`src/rtl/mux_scan_serializer.sv`:
```
// mux_scan_serializer
//   Sequencer that drives a downstream 8:1 mux (d/sel) so that the mux
//   output becomes a serial bit stream. It accepts one byte through a
//   valid/ready handshake, parks it on d_o, and walks sel_o through all eight
//   channels. Each channel is held for DWELL cycles. It also flags the
//   sampling cycle of each bit, the final bit, and frame completion.
//
// Parameters
//   DWELL      cycles each select value is held (1..256)
//   MSB_FIRST  0: sel 0->7, 1: sel 7->0
//
// Ports
//   clk_i         clock, rising edge
//   rst_i         synchronous active-high reset
//   in_valid_i    upstream byte valid
//   in_data_i     upstream byte
//   in_ready_o    block can accept a byte (IDLE and not in reset)
//   d_o           registered mux data bus
//   sel_o         registered mux select
//   bit_strobe_o  last cycle of a dwell window; mux y is valid
//   last_o        strobe of the 8th bit
//   busy_o        frame in progress (SCAN or DONE)
//   done_o        one-cycle pulse after the 8th bit
module mux_scan_serializer #(
  parameter int unsigned DWELL     = 4,
  parameter bit          MSB_FIRST = 1'b0
) (
  input  logic       clk_i,
  input  logic       rst_i,
  input  logic       in_valid_i,
  input  logic [7:0] in_data_i,
  output logic       in_ready_o,
  output logic [7:0] d_o,
  output logic [2:0] sel_o,
  output logic       bit_strobe_o,
  output logic       last_o,
  output logic       busy_o,
  output logic       done_o
);

  // Dwell counter needs at least one bit even when DWELL == 1.
  localparam int unsigned    CW        = (DWELL > 1) ? $clog2(DWELL) : 1;
  localparam logic [CW-1:0]  CNT_LAST  = CW'(DWELL - 1);
  localparam logic [2:0]     SEL_FIRST = MSB_FIRST ? 3'd7 : 3'd0;
  localparam logic [2:0]     SEL_FINAL = MSB_FIRST ? 3'd0 : 3'd7;

  typedef enum logic [1:0] {
    S_IDLE = 2'd0,
    S_SCAN = 2'd1,
    S_DONE = 2'd2
  } state_e;

  state_e        state_q, state_d;
  logic [CW-1:0] cnt_q,   cnt_d;
  logic [2:0]    sel_q,   sel_d;
  logic [7:0]    data_q,  data_d;

  logic accept;
  logic dwell_end;
  logic final_bit;

  // in_ready is the only output that depends on an input (rst_i), so a
  // byte presented together with reset is never taken.
  assign in_ready_o = (state_q == S_IDLE) & ~rst_i;
  assign accept     = in_valid_i & in_ready_o;

  // Everything below is decoded from registered state only.
  assign dwell_end  = (state_q == S_SCAN) && (cnt_q == CNT_LAST);
  assign final_bit  = (sel_q == SEL_FINAL);

  // ---------------------------------------------------------------------
  // State register
  // ---------------------------------------------------------------------
  always_ff @(posedge clk_i) begin
    if (rst_i) begin
      state_q <= S_IDLE;
    end else begin
      state_q <= state_d;
    end
  end

  // ---------------------------------------------------------------------
  // Next-state logic
  // ---------------------------------------------------------------------
  always_comb begin
    state_d = state_q;
    unique case (state_q)
      S_IDLE:  if (accept) state_d = S_SCAN;
      S_SCAN:  if (dwell_end && final_bit) state_d = S_DONE;
      S_DONE:  state_d = S_IDLE;
      default: state_d = S_IDLE;
    endcase
  end

  // ---------------------------------------------------------------------
  // Datapath: data bus, select and dwell counter
  // ---------------------------------------------------------------------
  always_comb begin
    data_d = data_q;
    sel_d  = sel_q;
    cnt_d  = cnt_q;
    unique case (state_q)
      S_IDLE: begin
        if (accept) begin
          data_d = in_data_i;
          sel_d  = SEL_FIRST;
          cnt_d  = '0;
        end
      end
      S_SCAN: begin
        if (dwell_end) begin
          // On the final bit sel parks on its last channel; the frame
          // never wraps the select.
          if (!final_bit) begin
            cnt_d = '0;
            sel_d = MSB_FIRST ? (sel_q - 3'd1) : (sel_q + 3'd1);
          end
        end else begin
          cnt_d = cnt_q + 1'b1;
        end
      end
      default: ;
    endcase
  end

  always_ff @(posedge clk_i) begin
    if (rst_i) begin
      data_q <= '0;
      sel_q  <= '0;
      cnt_q  <= '0;
    end else begin
      data_q <= data_d;
      sel_q  <= sel_d;
      cnt_q  <= cnt_d;
    end
  end

  // ---------------------------------------------------------------------
  // Output decode
  // ---------------------------------------------------------------------
  always_comb begin
    d_o          = data_q;
    sel_o        = sel_q;
    bit_strobe_o = dwell_end;
    last_o       = dwell_end & final_bit;
    busy_o       = (state_q != S_IDLE);
    done_o       = (state_q == S_DONE);
  end

endmodule

```
`config.mk`:
```
export PLATFORM = sky130hd
export DESIGN_NAME = mux_scan_serializer
export DESIGN_NICKNAME = d
export VERILOG_FILES = /design/src/rtl/mux_scan_serializer.sv
export SDC_FILE = /design/constraint.sdc
export NUM_CORES = 1
export LEC_CHECK = 0
export CAP_MARGIN = 5
export CORE_UTILIZATION = 45
export CTS_BUF_LIST = sky130_fd_sc_hd__clkbuf_4
export DETAILED_ROUTE_END_ITERATION = 6
export GPL_TIMING_DRIVEN = 0
export PLACE_DENSITY = 0.83
export SYNTH_ARGS = -nofsm -noshare
export SYNTH_HDL_FRONTEND = slang
export SYNTH_SLANG_ARGS = --single-unit
```
`constraint.sdc`:
```
create_clock -name clk_i -period 2.44 [get_ports clk_i]
set_clock_uncertainty 0.2 [all_clocks]
set_input_delay 0.488 -clock clk_i [delete_from_list [all_inputs] [get_ports clk_i]]
set_output_delay 0.488 -clock clk_i [all_outputs]
set_load 0.01 [all_outputs]
```
==> results.cfg, run 1 <==
[hold_path]
min-delay-path-class = reg -> reg

[floorplan]
fp.dieH_um = 40.68
io_pins = 27
num_rows = 13
initial_core_util_pct = 49.86
die_w_um = 40.68
dieArea_mm2 = 0.001654
core-area_mm2 = 0.001350

[pwr]
p_int_uw = 389.5
p_per_area_mw_per_mm2 = 533.3
clockPowerShare_pct = 29.6
power_switching_uw = 128.3
p_comb_share_pct = 18.1
p_sw_share_pct = 24.77
pwr-share-seq_pct = 52.3
power_uw = 517.8
power_leakage_nw = 0.4080
vdd_ir_drop_max_uv = 414.8

[routing]
vias = 617
drc_errors = 0
drtAntennaViolNets = 0
totalWireLength_um = 1486
firstDrtPassIters = 4
drtIter0Drc = 4
wl_per_cell_um = 12.49
avgViaCountPerCell = 5.185

[final_layout]
fin_cells = 119
diodes = 0
syn_to_final_growth_pct = 44.24
final_layout_size_suffix_gt1_share_pct = 7.692
nNetsFinal = 119
fill_cells = 104
postLayoutCellArea_um2 = 970.9

[timing]
relSlewSlack_pct = 52.93
worst_pin_slew_ps = 704.3
final-hold-violation-count = 0
max_freq_mhz = 428.2
min_period_ps = 2336
setup_viol = 0
slew_viol_final = 0
finalCritPeriodShare_pct = 95.72
fin_tns_setup_ps = 0
rsz0062_at_grt = no
holdWs_ps = 275.6

[synthesis]
avgSynthCellArea_um2 = 8.975
syn_area_um2 = 673.1
synth_commonest_cells = nand2_1, dfxtp_1, nand3b_1
synth_top_cell_by_area = dfxtp_1
synth_edf_count = 0
synth_seq_area_share_pct = 44.61
netlist_instances = 75
yosysMostFrequentCell = nand2_1
synth_top_area_share_pct = 44.61
synth_fp_nets = 89
synth_cell_type_count = 22
ys_top_cells_by_area = dfxtp_1, nand2_1, nand3b_1
synth_flop_cell = dfxtp_1
ys_seq_elements = 15
async_reset_ff_share_pct = 0
yosysWarnings = 0

[setup_path]
arrival_ps = 1650
end_kind = output pin
crit_fanout = 8
path_class = reg -> out
crit_required_ps = 1750
cp-start-kind = flip-flop

[flow_run]
cap_violations = 0

[clocking]
tritoncts = done
h-tree-depth = 1
clk_pin_slew_worst_paths_ps = 80
clock_tree.root_cell = clkbuf_4
cts_inserted_buffers = 3
post_cts_buffers = 0
clk_latency_ps = 280
hold_buffers = 0
clockBufferDepth = 2
cts.sinks = 15

[placement]
io_buffers = 25
placed_cell_area_um2 = 942.2
place_congestion = 0.6573
dp_cells = 115
dpl.hpwl_um = 1120

[grt]
antenna_found_initial = 0
grt_max_degree = 11
grt.overflow.total = 0
track_usage_pct = 20.50
grt_pass1_vias = 519
grt_pass1_wl_um = 2214

[outcome]
outcome = complete, no violations
-- worst max-delay path, stage by stage (launching register included) --
cell and delay [ps]:
dfxtp_1 470, nor2b_1 240, and2_1 150, clkdlybuf4s50_1 520
-- power groups by stage --
stage	clock network [mW]	registers (mW)	logic, mW
3_3_place_gp	0	0.276	0.0913
5_1_grt	0.166	0.273	0.101
4_1_cts	0.156	0.271	0.0940
6_report	0.153	0.271	0.0937
3_5_place_dp	0	0.277	0.0932
2_1_floorplan	0	0.280	0.0387
-- per-stage QoR --
stage	util, %	setup WS [ps]
finish	71.92	104.4
global route	71.92	9.709
CTS	71.92	91.45
detailed placement	69.79	169.7
global placement	69.79	178.3
floorplan	-	642.9
-- cells in the final DEF, fill, tap and decap left out, drive strengths merged, types with 2 or more instances in the layout --
cell,n
nand3b,9
ha,3
and2,2
nand2b,2
clkbuf,5
clkdlybuf4s50,24
o211ai,2
nand3,3
a21oi,5
nand2,18
nor2b,3
dfxtp,15
buf,3
-- sequential cells by signal, summed over array words and instances, names as in the netlist --
| register | count |
|---|---|
| cnt_q | 2 |
| d_o | 8 |
| sel_o | 3 |
| state_q | 2 |
-- repair_timing --
action | in CTS | in global routing
endpoints found under the hold margin | 0 | 0
resized for setup | 1 | 0
setup endpoints to repair | 1 | 0
-- metal layers --
layer  vias up  GRT usage [%]  routed length, µm
li1        322              -                  -
met1       281          25.08                695
met2        12          32.54                714
met3         2          7.609                 63
met4         0          7.500                 12
met5         -              0                  0
-- logic make-up (layout without fill, tap and decap cells) --
| group | Yosys count | in the layout | share of synthesized area [%] |
|---|---|---|---|
| flops | 15 | 15 | 44.61 |
| buf+inv | 4 | 33 | 3.717 |
| compound gates | 8 | 8 | 7.062 |
| simple gates | 45 | 45 | 39.03 |
| fa+ha+maj | 3 | 3 | 5.577 |
-- path summary, 6_finish.rpt --
check | start | endpoint | slack, ps | cells after the start
max | state_q[0] | bit_strobe_o | 100 | 3
min | d_o[4] | d_o[4] | 280 | 2
max reg2reg | sel_o[0] | sel_o[0] | 630 | 5
min reg2reg | d_o[4] | d_o[4] | 280 | 2
-- layout make-up --
cell class | instances | area [µm²] | share of cell area [%]
Tap cell | 15 | 18.77 | 1.933
Clock buffer | 4 | 30.03 | 3.093
Sequential cell | 15 | 300.3 | 30.93
Timing Repair Buffer | 25 | 249.0 | 25.64
Multi-Input combinational cell | 56 | 347.8 | 35.82
Buffer | 4 | 25.02 | 2.577
Power figures use the tool's default switching activity.
==> run 2, diff against run 1 <==
CORE_UTILIZATION = 47   (was 45)
GPL_TIMING_DRIVEN = not set   (was 0)
PLACE_DENSITY = 0.86   (was 0.83)
==> run 2 against run 1 <==
- count of clock-buffer cells in the layout is 1 lower
- first-iteration DRC count grew to 3.3 times the previous value
- power decreased by 0.45%
- highest routed layer unchanged
- largest power group unchanged
- combinational power barely moved
- via count increased by 1.6%
- largest cell class unchanged
- wire length rose by 0.94%
- cell area rose by 0.64%
- fmax rose by 1.7%
==> results.cfg, run 2 (synthesized netlist as in run 1, its figures left out) <==
[setup_path]
critPathBufInv = 1
path_class = reg -> out
end_kind = output pin
crit_required_ps = 1750
cp_slowest_cell = clkdlybuf4s50_1
r2r_setup_slack_ps = 630
cp-start-kind = flip-flop
arrival_ps = 1610
crit_path_max_incr_delay_ps = 520
crit_fanout = 8
crit_family = buffers and inverters
path_cells = nor2b_1 -> and2_1 -> clkdlybuf4s50_1

[grt]
grt_pass1_wl_um = 2180
track_usage_pct = 21.96
antenna_found_initial = 0
grt_max_degree = 15
grt.overflow.total = 0
grt_pass1_vias = 500

[clocking]
clk_pin_slew_worst_paths_ps = 90
cts_resized = 1
h-tree-depth = 1
cts.sinks = 15
cts_inserted_buffers = 3
clk_latency_ps = 300
clockBufferDepth = 2
tritoncts = done
hold_buffers = 0
post_cts_buffers = 0
clock_tree.root_cell = clkbuf_4

[routing]
drtAntennaViolNets = 0
drtIter0Drc = 13
vias = 627
wl_per_cell_um = 12.61
firstDrtPassIters = 4
totalWireLength_um = 1500
avgViaCountPerCell = 5.269
drc_errors = 0

[final_layout]
fin_cells = 119
final_common_cell = clkdlybuf4s50_1
fill_cells = 103
postLayoutCellArea_um2 = 977.2
final_cell_mix = clkdlybuf4s50_1, nand2_1, dfxtp_1, nand3b_1, a21oi_1
syn_to_final_growth_pct = 45.17
final_layout_size_suffix_gt1_share_pct = 8.654
nNetsFinal = 119
diodes = 0
largest_reg_flops = 8

[floorplan]
num_rows = 13
die_w_um = 39.85
dieArea_mm2 = 0.001588
initial_core_util_pct = 51.09
io_pins = 27
fp.dieH_um = 39.85
core-area_mm2 = 0.001318

[timing]
min_period_ps = 2297
finalCritPeriodShare_pct = 94.14
rsz0062_at_grt = no
final-hold-violation-count = 0
setup_viol = 0
fin_tns_setup_ps = 0
relSlewSlack_pct = 62.21
holdWs_ps = 281.3
slew_viol_final = 0
worst_pin_slew_ps = 559.2
max_freq_mhz = 435.3

[pwr]
vdd_ir_drop_max_uv = 312.8
p_per_area_mw_per_mm2 = 527.5
power_leakage_nw = 0.4123

[hold_path]
min-delay-path-class = reg -> reg

[placement]
dp_cells = 115
io_buffers = 26
dpl.hpwl_um = 1033
placed_cell_area_um2 = 949.7
place_congestion = 0.6753

[flow_run]
cap_violations = 0

[outcome]
outcome = complete, no violations
-- run 2: area by class of cell --
type	count	area, µm²	area share, %
clock inverters	1	5.005	0.5122
multi-input cells	56	347.8	35.60
repair buffers	29	281.5	28.81
flip-flops and latches	15	301.5	30.86
clock buffers	3	22.52	2.305
well taps	15	18.77	1.921
-- run 2: tightest hold or removal path, cell delays in order (launching register included) --
cell and delay, ps:
dfxtp_1 320, nand3b_1 80, nand2_1 50
-- run 2: per-layer routing --
metal	part of all wire, %	vias to the layer above	global-route usage [%]
met5	0	-	0
met4	3.2	0	18.10
met3	7.3	5	7.386
met2	41	28	29.10
met1	48	276	27.84
li1	-	318	-
-- run 2: stage by stage --
step	utilization (%)	power, mW	setup WS, ps
4_1_cts	74.07	0.5205	58.03
6_report	74.17	0.5154	142.9
5_1_grt	74.17	0.5387	61.07
3_5_place_dp	72.08	0.3700	160.0
2_1_floorplan	-	0.3183	642.9
3_3_place_gp	72.08	0.3680	167.5
-- run 2: power by group --
part | internal [mW] | switching [mW] | leakage (nW)
Combinational | 0.0562 | 0.0376 | 0.272
Clock | 0.0611 | 0.0888 | 0.0177
Sequential | 0.260 | 0.0111 | 0.123
-- run 2: path summary, 6_finish.rpt --
path | start | end | cells after the start
worst max-delay path | state_q[0] | bit_strobe_o | 3
worst min-delay path | d_o[7] | d_o[7] | 2
worst max register to register | sel_o[0] | sel_o[0] | 5
worst min register to register | d_o[7] | d_o[7] | 2
==> run 3, diff against run 2 <==
clock period = 2.81 ns   (was 2.44 ns; I/O delays follow)
==> run 3 against run 2 <==
- worst hold slack about the same
- count of clock-buffer cells in the layout unchanged
- non-clock buffer count decreased by 1
- highest routed layer is now met3
- combinational power decreased by 15%
- sequential share of layout area increased by 0.11 points
- critical path type unchanged
- sequential cell count unchanged
- largest cell class unchanged
==> results.cfg, run 3 (synthesized netlist as in run 1, its figures left out) <==
[setup_path]
r2r_setup_slack_ps = 1010
critPathBufInv = 1
path_cells = ha_1 -> ha_1 -> and3_1 -> clkdlybuf4s50_1
crit_path_max_incr_delay_ps = 550
rr_worst_depth = 5
critPathMostFrequentCell = ha_1
end_kind = output pin
cp.depth = 4
crit_required_ps = 2050
cp_slowest_cell = clkdlybuf4s50_1
crit_fanout = 4
r2r-start = sel_o[0]
startpoint = sel_o[0]
path_class = reg -> out
arrival_ps = 1770
crit_family = buffers and inverters
setup.worst_path.end = last_o
rr_endpoint = sel_o[0]
cp-start-kind = flip-flop

[floorplan]
fp.dieH_um = 39.85
die_w_um = 39.85
io_pins = 27
core-area_mm2 = 0.001318
dieArea_mm2 = 0.001588
initial_core_util_pct = 51.09
num_rows = 13

[routing]
avgViaCountPerCell = 5.254
drtIter0Drc = 11
firstDrtPassIters = 4
totalWireLength_um = 1485
vias = 620
drtAntennaViolNets = 0
drc_errors = 0
wl_per_cell_um = 12.58

[grt]
track_usage_pct = 21.30
grt_max_degree = 18
grt.overflow.total = 0
antenna_found_initial = 0
grt_pass1_wl_um = 2256
grt_pass1_vias = 536

[final_layout]
final_common_cell = clkdlybuf4s50_1
postLayoutCellArea_um2 = 969.7
largest_reg_flops = 8
syn_to_final_growth_pct = 44.05
final_layout_size_suffix_gt1_share_pct = 6.796
final_cell_mix = clkdlybuf4s50_1, nand2_1, dfxtp_1, nand3b_1, a21oi_1
nNetsFinal = 118
diodes = 0
fin_cells = 118

[pwr]
power_leakage_nw = 0.4024
power_uw = 438.2
vdd_ir_drop_max_uv = 276.8
p_per_area_mw_per_mm2 = 451.9

[placement]
place_congestion = 0.6779
dpl.hpwl_um = 1078
dp_cells = 114
placed_cell_area_um2 = 942.2
io_buffers = 26

[hold_path]
hold_depth = 2
min-delay-path-class = reg -> reg

[clocking]
cts.sinks = 15
hold_buffers = 0
tritoncts = done
cts_inserted_buffers = 3
cts_resized = 0
h-tree-depth = 1
clk_latency_ps = 280
clock_tree.root_cell = clkbuf_4
post_cts_buffers = 0
clk_pin_slew_worst_paths_ps = 90
clockBufferDepth = 2

[timing]
holdWs_ps = 281.5
finalCritPeriodShare_pct = 90.16
worst_pin_slew_ps = 472.6
final-hold-violation-count = 0
rsz0062_at_grt = no
fin_tns_setup_ps = 0
setup_viol = 0
min_period_ps = 2533
slew_viol_final = 0
max_freq_mhz = 394.7
relSlewSlack_pct = 68.07

[flow_run]
cap_violations = 0

[outcome]
outcome = complete, no violations
-- run 3: final cells by class --
cell class | count | area (µm²)
Fill cell | 96 | 347.8
Timing Repair Buffer | 28 | 275.3
Sequential cell | 15 | 300.3
Clock inverter | 1 | 5.005
Clock buffer | 3 | 22.52
Tap cell | 15 | 18.77
Multi-Input combinational cell | 56 | 347.8
-- run 3: routing by layer --
layer  global-route usage (%)  part of all wire [%]  up-vias
met5                        0                     0        -
met1                    29.07                    47      274
met2                    31.97                    45       31
li1                         -                     -      315
met4                    6.897                     0        0
met3                    5.682                   8.0        0
-- run 3: worst reg2reg max path, cell delays in order (launching register included) --
cell     delay, ps
dfxtp_1        340
ha_1           200
ha_1           210
or4bb_1        540
nand3_1        120
a21oi_1         80
-- run 3: per-stage QoR --
step,setup WS [ps],util (%)
finish,276.5,73.60
global route,192.8,73.60
CTS,255.4,73.60
detailed placement,315.5,71.51
global placement,364.6,71.51
floorplan,938.9,-
-- run 3: worst min path at each step --
stage / end / start
2_1_floorplan: cnt_q[1] / cnt_q[1]
3_3_place_gp: d_o[0] / d_o[0]
3_5_place_dp: d_o[6] / d_o[6]
4_1_cts: d_o[4] / d_o[4]
5_1_grt: d_o[7] / d_o[7]
6_report: d_o[4] / d_o[4]
-- run 3: where the power goes --
part,total (mW),internal (mW),switching (mW)
registers,0.236,0.226,0.00985
logic,0.0802,0.0479,0.0323
clock network,0.122,0.0528,0.0696
